$ cat config.mk
export PLATFORM = sky130hd
export DESIGN_NAME = disp_src_seq_flat
export DESIGN_NICKNAME = d
export VERILOG_FILES = /design/src/rtl/disp_pkg.sv /design/src/rtl/disp_src_seq_if.sv /design/src/rtl/disp_src_seq_step_sync.sv /design/src/rtl/disp_src_seq.sv /design/src/flat_wrapper.sv
export SDC_FILE = /design/constraint.sdc
export NUM_CORES = 1
export LEC_CHECK = 0
export ABC_AREA = 0
export CORE_ASPECT_RATIO = 0.9
export CORE_MARGIN = 2
export CORE_UTILIZATION = 51
export DETAILED_ROUTE_END_ITERATION = 12
export GPL_TIMING_DRIVEN = 0
export PLACE_DENSITY_LB_ADDON = 0.2
export SLEW_MARGIN = 25
export SYNTH_ARGS = -nofsm -noshare
export SYNTH_HDL_FRONTEND = slang
export SYNTH_SLANG_ARGS = --single-unit
export TNS_END_PERCENT = 20
$ cat constraint.sdc
create_clock -name clk -period 4.6 [get_ports clk]
set_clock_uncertainty 0.1 [all_clocks]
set_input_delay 0.69 -clock clk [delete_from_list [all_inputs] [get_ports clk]]
set_output_delay 0.69 -clock clk [all_outputs]
set_load 0.02 [all_outputs]
$ cat src/rtl/disp_pkg.sv
// Shared constants and state type for the display source sequencer.
package disp_pkg;

    localparam logic [7:0]  SEG_E     = 8'h86;
    localparam logic [7:0]  SEG_R     = 8'hAF;
    localparam logic [7:0]  SEG_BLANK = 8'hFF;
    // "Err" right-aligned on digits 2..0, remaining digits blank
    localparam logic [63:0] ERR_WORD  = {SEG_BLANK, SEG_BLANK, SEG_BLANK, SEG_BLANK,
                                         SEG_BLANK, SEG_E, SEG_R, SEG_R};

    typedef enum logic [1:0] {
        IDLE = 2'd0,
        REQ  = 2'd1,
        HOLD = 2'd2
    } state_e;

endpackage

$ cat src/rtl/disp_src_seq_if.sv
// Debug read port handshake: req/addr from the sequencer, ack/data from the memory side.
interface disp_src_seq_if #(
    parameter int ADDR_W = 5
);
    logic              rd_req;
    logic [ADDR_W-1:0] rd_addr;
    logic              rd_ack;
    logic [31:0]       rd_data;

    modport master (output rd_req, output rd_addr, input rd_ack, input rd_data);
    modport slave  (input rd_req, input rd_addr, output rd_ack, output rd_data);
endinterface

$ cat src/rtl/disp_src_seq_step_sync.sv
// Two-flop synchronizer plus registered rising-edge detector for an asynchronous button level.
module step_sync (
    input  logic clk,
    input  logic rstn,
    input  logic d_async,
    output logic rise
);

    logic meta_r;
    logic sync_r;
    logic prev_r;
    logic rise_r;

    // Bring the level into the clk domain and flag each 0->1 transition for one cycle
    always_ff @(posedge clk or negedge rstn) begin
        if (!rstn) begin
            meta_r <= 1'b0;
            sync_r <= 1'b0;
            prev_r <= 1'b0;
            rise_r <= 1'b0;
        end else begin
            meta_r <= d_async;
            sync_r <= meta_r;
            prev_r <= sync_r;
            rise_r <= sync_r & ~prev_r;
        end
    end

    assign rise = rise_r;

endmodule

$ cat src/rtl/disp_src_seq.sv
// Walks a window of the debug read port one entry at a time and presents each word to the display driver.
module disp_src_seq
    import disp_pkg::*;
#(
    parameter int ADDR_W      = 5,
    parameter int NUM_ENTRIES = 32,
    parameter int HOLD_CYC    = 50000000,
    parameter int RD_TIMEOUT  = 15
) (
    input  logic                           clk,
    input  logic                           rstn,
    input  logic                           run,
    input  logic                           step,
    input  logic [ADDR_W-1:0]              base_addr,
    disp_src_seq_if.master                 rd,
    output logic [63:0]                    disp_data,
    output logic                           disp_mode,
    output logic [$clog2(NUM_ENTRIES)-1:0] cur_idx,
    output logic                           rd_err
);

    localparam int IDX_W = $clog2(NUM_ENTRIES);
    localparam int HC_W  = $clog2(HOLD_CYC + 1);
    localparam int TO_W  = $clog2(RD_TIMEOUT + 1);

    localparam logic [IDX_W-1:0] IDX_LAST = IDX_W'(NUM_ENTRIES - 1);
    localparam logic [IDX_W-1:0] IDX_ONE  = IDX_W'(1);
    localparam logic [HC_W-1:0]  HOLD_MAX = HC_W'(HOLD_CYC - 1);
    localparam logic [HC_W-1:0]  HC_ONE   = HC_W'(1);
    localparam logic [TO_W-1:0]  TO_MAX   = TO_W'(RD_TIMEOUT - 1);
    localparam logic [TO_W-1:0]  TO_ONE   = TO_W'(1);

    state_e             state_r;
    logic               rd_req_r;
    logic [ADDR_W-1:0]  rd_addr_r;
    logic [63:0]        disp_data_r;
    logic               disp_mode_r;
    logic [IDX_W-1:0]   cur_idx_r;
    logic               rd_err_r;
    logic [HC_W-1:0]    hold_cnt_r;
    logic [TO_W-1:0]    to_cnt_r;

    logic               step_rise_s;
    logic               ack_s;
    logic               tmo_s;
    logic               adv_s;
    logic [IDX_W-1:0]   nxt_idx_s;

    // Window address: base plus index, wrapping within the address space
    function automatic logic [ADDR_W-1:0] win_addr(input logic [ADDR_W-1:0] base,
                                                   input logic [IDX_W-1:0]  idx);
        logic [ADDR_W+IDX_W-1:0] sum;
        sum = {{IDX_W{1'b0}}, base} + {{ADDR_W{1'b0}}, idx};
        return sum[ADDR_W-1:0];
    endfunction

    step_sync u_step_sync (
        .clk     (clk),
        .rstn    (rstn),
        .d_async (step),
        .rise    (step_rise_s)
    );

    // Exit conditions; an ack on the timeout cycle takes priority
    always_comb begin
        ack_s = 1'b0;
        tmo_s = 1'b0;
        adv_s = 1'b0;
        if (state_r == REQ) begin
            ack_s = rd.rd_ack;
            tmo_s = !rd.rd_ack && (to_cnt_r == TO_MAX);
        end else if (state_r == HOLD) begin
            adv_s = (run && (hold_cnt_r == HOLD_MAX)) || step_rise_s;
        end else begin
            ack_s = 1'b0;
            tmo_s = 1'b0;
            adv_s = 1'b0;
        end
    end

    // Next window index with wrap at the last entry
    always_comb begin
        nxt_idx_s = '0;
        if (cur_idx_r == IDX_LAST) begin
            nxt_idx_s = '0;
        end else begin
            nxt_idx_s = cur_idx_r + IDX_ONE;
        end
    end

    // Sequencer FSM with registered read port and display outputs
    always_ff @(posedge clk or negedge rstn) begin
        if (!rstn) begin
            state_r     <= IDLE;
            rd_req_r    <= 1'b0;
            rd_addr_r   <= '0;
            disp_data_r <= 64'h0;
            disp_mode_r <= 1'b0;
            cur_idx_r   <= '0;
            rd_err_r    <= 1'b0;
            hold_cnt_r  <= '0;
            to_cnt_r    <= '0;
        end else begin
            case (state_r)
                IDLE: begin
                    state_r   <= REQ;
                    rd_req_r  <= 1'b1;
                    rd_addr_r <= win_addr(base_addr, cur_idx_r);
                    to_cnt_r  <= '0;
                end
                REQ: begin
                    if (ack_s) begin
                        disp_data_r <= {32'h0, rd.rd_data};
                        disp_mode_r <= 1'b0;
                        rd_req_r    <= 1'b0;
                        hold_cnt_r  <= '0;
                        state_r     <= HOLD;
                    end else if (tmo_s) begin
                        disp_data_r <= ERR_WORD;
                        disp_mode_r <= 1'b1;
                        rd_err_r    <= 1'b1;
                        rd_req_r    <= 1'b0;
                        hold_cnt_r  <= '0;
                        state_r     <= HOLD;
                    end else begin
                        to_cnt_r <= to_cnt_r + TO_ONE;
                    end
                end
                HOLD: begin
                    if (adv_s) begin
                        cur_idx_r <= nxt_idx_s;
                        rd_addr_r <= win_addr(base_addr, nxt_idx_s);
                        rd_req_r  <= 1'b1;
                        to_cnt_r  <= '0;
                        state_r   <= REQ;
                    end else if (hold_cnt_r != HOLD_MAX) begin
                        hold_cnt_r <= hold_cnt_r + HC_ONE;
                    end else begin
                        hold_cnt_r <= hold_cnt_r;
                    end
                end
                default: begin
                    state_r  <= IDLE;
                    rd_req_r <= 1'b0;
                end
            endcase
        end
    end

    assign rd.rd_req  = rd_req_r;
    assign rd.rd_addr = rd_addr_r;
    assign disp_data  = disp_data_r;
    assign disp_mode  = disp_mode_r;
    assign cur_idx    = cur_idx_r;
    assign rd_err     = rd_err_r;

endmodule

$ cat src/flat_wrapper.sv
// flat-port wrapper written by rule: the top's interface ports become plain ports
module disp_src_seq_flat import disp_pkg::*;
#(
    parameter int ADDR_W      = 5,
    parameter int NUM_ENTRIES = 32,
    parameter int HOLD_CYC    = 50000000,
    parameter int RD_TIMEOUT  = 15
)
  (clk, rstn, run, step, base_addr, disp_data, disp_mode, cur_idx, rd_err, rd_rd_req, rd_rd_addr, rd_rd_ack, rd_rd_data);
  disp_src_seq_if #(.ADDR_W(ADDR_W)) rd_i ();
  input  logic clk;
  input  logic rstn;
  input  logic run;
  input  logic step;
  input  logic [ADDR_W-1:0] base_addr;
  output logic [63:0] disp_data;
  output logic disp_mode;
  output logic [$clog2(NUM_ENTRIES)-1:0] cur_idx;
  output logic rd_err;
  output wire logic [$bits(rd_i.rd_req)-1:0] rd_rd_req;
  output wire logic [$bits(rd_i.rd_addr)-1:0] rd_rd_addr;
  input wire logic [$bits(rd_i.rd_ack)-1:0] rd_rd_ack;
  input wire logic [$bits(rd_i.rd_data)-1:0] rd_rd_data;
  assign rd_rd_req = rd_i.rd_req;
  assign rd_rd_addr = rd_i.rd_addr;
  assign rd_i.rd_ack = rd_rd_ack;
  assign rd_i.rd_data = rd_rd_data;
  disp_src_seq #(.ADDR_W(ADDR_W), .NUM_ENTRIES(NUM_ENTRIES), .HOLD_CYC(HOLD_CYC), .RD_TIMEOUT(RD_TIMEOUT)) u_core (.clk(clk), .rstn(rstn), .run(run), .step(step), .base_addr(base_addr), .rd(rd_i), .disp_data(disp_data), .disp_mode(disp_mode), .cur_idx(cur_idx), .rd_err(rd_err));
endmodule
==> metrics.yaml <==
die_w_um: 98.5
peakVddDrop_mv: 0.333
synthesis.area_um2: 4100
grt_pass1_wl_mm: 15.3
dr.pass1.iters: 4
io_buffers: 118
period_needed_ps: 3060
gp_congestion: 0.782
vias: 3229
clock_latency_ps: 360
finalInstanceArea_um2: 5620
finalSetupTns_ps: 0
drive_gt1_frac: 0.165
async_reset_ff_frac: 1.00
grt_use_total: 0.217
maxCapViolations: 0
place_area_um2: 5410
drt_iter0_markers: 165
synth_ff_type: "dfrtp_1"
relSlewSlack: 0.394
path_cells: "ha_1 > and3_1 > ha_1 > clkbuf_1 > nor3_1 > a21o_1 > ha_1 > fa_1 > a21o_1 > a21oi_1 > xnor2_1 > mux2_4"
vias_per_cell: 5.38
grt_pass1_vias: 3179
end_kind: "flop"
setup_ws_ps: 1540
start_kind: "flop"
drtAntennaViolNets: 0
grt-ovfl-total: 0
rsz0062_at_grt: "false"
fin_nets: 551
worst_pin_slew_ps: 909
synth.distinct_cells: 60
cts_tree: "built"
ys_seq_elements: 80
start_util: 0.535
power_mw: 2.80
yosys-top-cells-area: "dfrtp_1 (49%), buf_4 (6.0%), o22a_1 (4.9%)"
post-route-period-util: 0.664
ios: 119
fillCellCount: 559
area_growth_pct: 37.2
root_buffer: "clkbuf_8"
syn_nets: 421
dp_hpwl_mm: 6.53
path_common_cell: "ha_1"
antenna_found_initial: 0
dp_slack_ps: 1570
clkTransAtPathRegs_ps: 100
syn_inst: 369
synth_warnings: 0
hold_violations: 0
drc: 0
routed_wirelength_mm: 8.91
path_max_fanout: 9
hold_class: "input port to async pin"
cp.required_ps: 4750
post_cts_resized: 0
die_area_um2: 8760
die_y_um: 89.0
setup_viol: 0
clk_path_buf_depth: 2
diodes: 0
hold_buffers: 0
cts_setup_buffers: 0
power_density_nw_per_um2: 499
arrival_ps: 3210
synth_seq_area_share: 0.489
routedWlPerCell_um: 14.9
final_max_slew_viol_count: 0
grt_max_degree: 43
synth_edf_count: 0
crit_slowest_cell: "dfrtp_1"
cts.sinks: 80
rows: 30
cts.htree.levels: 3
synth_area_leader_cell: "dfrtp_1"
cts-buffers-inserted: 9
fmax_mhz: 327
worstSetupPathType: "flop to flop"
leakagePower_nw: 2.46
synth_top_area_frac: 0.489
max_stage_delay_ps: 470
coreArea_um2: 7660
status: "finished clean"
syn_area_per_cell_um2: 11.1
==> routing by layer <==
| layer | routed length (um) | GRT usage | vias up | share of wire |
|---|---|---|---|---|
| met1 | 4030 | 0.283 | 1540 | 0.45 |
| met2 | 4030 | 0.355 | 113 | 0.45 |
| met5 | 0 | 0 | - | 0 |
| li1 | - | - | 1562 | - |
| met4 | 147 | 0.0722 | 0 | 0.016 |
| met3 | 706 | 0.0633 | 14 | 0.079 |
==> worst max-delay path, delay by kind of cell (launching register included) <==
kind | cells | cell delay, ps
mux | 1 | 250
fa+ha+maj | 4 | 980
simple gates | 2 | 280
buf+inv | 1 | 270
compound gates | 3 | 510
xor+xnor | 1 | 90
flops | 1 | 470
==> sequential cells by signal, summed over array words and instances (netlist names) <==
| name | flops |
|---|---|
| u_core.u_step_sync.prev_r | 1 |
| u_core.rd.rd_addr | 5 |
| u_core.u_step_sync.sync_r | 1 |
| u_core.u_step_sync.meta_r | 1 |
| u_core.to_cnt_r | 4 |
| u_core.state_r | 1 |
| u_core.cur_idx | 5 |
| u_core.hold_cnt_r | 26 |
| u_core.disp_data | 33 |
| u_core.u_step_sync.rise | 1 |
| u_core.rd_err | 1 |
| u_core.rd.rd_req | 1 |
==> worst paths after layout <==
kind / startpoint / cells past startpoint / endpoint / slack, ps
setup / recovery: u_core.cur_idx[0] / 12 / u_core.rd.rd_addr[4] / 1540
hold reg to reg: u_core.u_step_sync.meta_r / 0 / u_core.u_step_sync.sync_r / 250
hold / removal: rstn / 1 / u_core.rd.rd_addr[3] / 200
max in group asynchronous: rstn / 2 / u_core.hold_cnt_r[0] / 3590
setup reg to reg: u_core.cur_idx[0] / 12 / u_core.rd.rd_addr[4] / 1540
min in group clk: u_core.u_step_sync.meta_r / 0 / u_core.u_step_sync.sync_r / 250
==> report_power, final <==
| part | switching, mW | leakage [nW] | internal (mW) | total (mW) |
|---|---|---|---|---|
| clock | 0.272 | 0.0989 | 0.268 | 0.539 |
| sequential | 0.124 | 1.00 | 0.898 | 1.02 |
| combinational | 0.618 | 1.36 | 0.625 | 1.24 |
| total | 1.01 | 2.46 | 1.79 | 2.80 |
==> per-stage QoR <==
stage          instances  hold WS [ps]  utilization
3_5_place_dp         584           238        0.707
5_1_grt              600           232        0.734
4_1_cts              600           219        0.734
2_1_floorplan        369           231            -
6_report             600           203        0.734
3_3_place_gp         583           233        0.705
==> Yosys cell counts (6+ instances only) <==
| master | count |
|---|---|
| a21o_1 | 7 |
| a21oi_1 | 7 |
| a22o_1 | 9 |
| buf_2 | 7 |
| buf_4 | 33 |
| clkbuf_1 | 8 |
| dfrtp_1 | 80 |
| ha_1 | 9 |
| mux2i_1 | 8 |
| nand2_1 | 30 |
| nand2b_1 | 6 |
| nand3_1 | 6 |
| nand4_1 | 8 |
| nor2_1 | 19 |
| nor4_1 | 8 |
| o21ai_0 | 12 |
| o22a_1 | 23 |
| xnor2_1 | 16 |
==> layout make-up <==
class / instances / area [um2] / area share
plain buffers: 51 / 333 / 0.0592
clock inverters: 6 / 67.6 / 0.0120
inverters: 5 / 18.8 / 0.00334
flip-flops and latches: 80 / 2000 / 0.356
well taps: 96 / 120 / 0.0214
clock buffers: 10 / 138 / 0.0245
repair buffers: 119 / 1200 / 0.213
multi-input cells: 233 / 1740 / 0.310
==> kinds of logic after synthesis <==
family | Yosys count | share of synthesized area
fa+ha+maj | 10 | 0.0324
mux | 14 | 0.0406
xor+xnor | 17 | 0.0364
flops | 80 | 0.489
compound gates | 73 | 0.140
simple gates | 119 | 0.176
buf+inv | 56 | 0.0859
==> placed cells by master (no fill, tap or decap), drive strengths merged, types with 4 or more instances in the layout <==
cell | synthesis | routed
or3 | 4 | 4
o22a | 23 | 23
mux2 | 6 | 6
clkdlybuf4s50 | 0 | 117
xnor2 | 16 | 16
a31oi | 4 | 4
nand3 | 7 | 7
nand4 | 9 | 9
nor2 | 19 | 19
dfrtp | 80 | 80
inv | 5 | 6
ha | 9 | 9
nand2b | 7 | 7
buf | 42 | 44
and2 | 4 | 4
a22o | 9 | 9
a21oi | 8 | 8
mux2i | 8 | 8
and3 | 5 | 5
nor3 | 5 | 5
a21o | 7 | 7
nor4 | 14 | 14
nand2 | 30 | 30
o21ai | 12 | 12
clkbuf | 9 | 19
No activity file was read; power rests on OpenSTA's default activity.
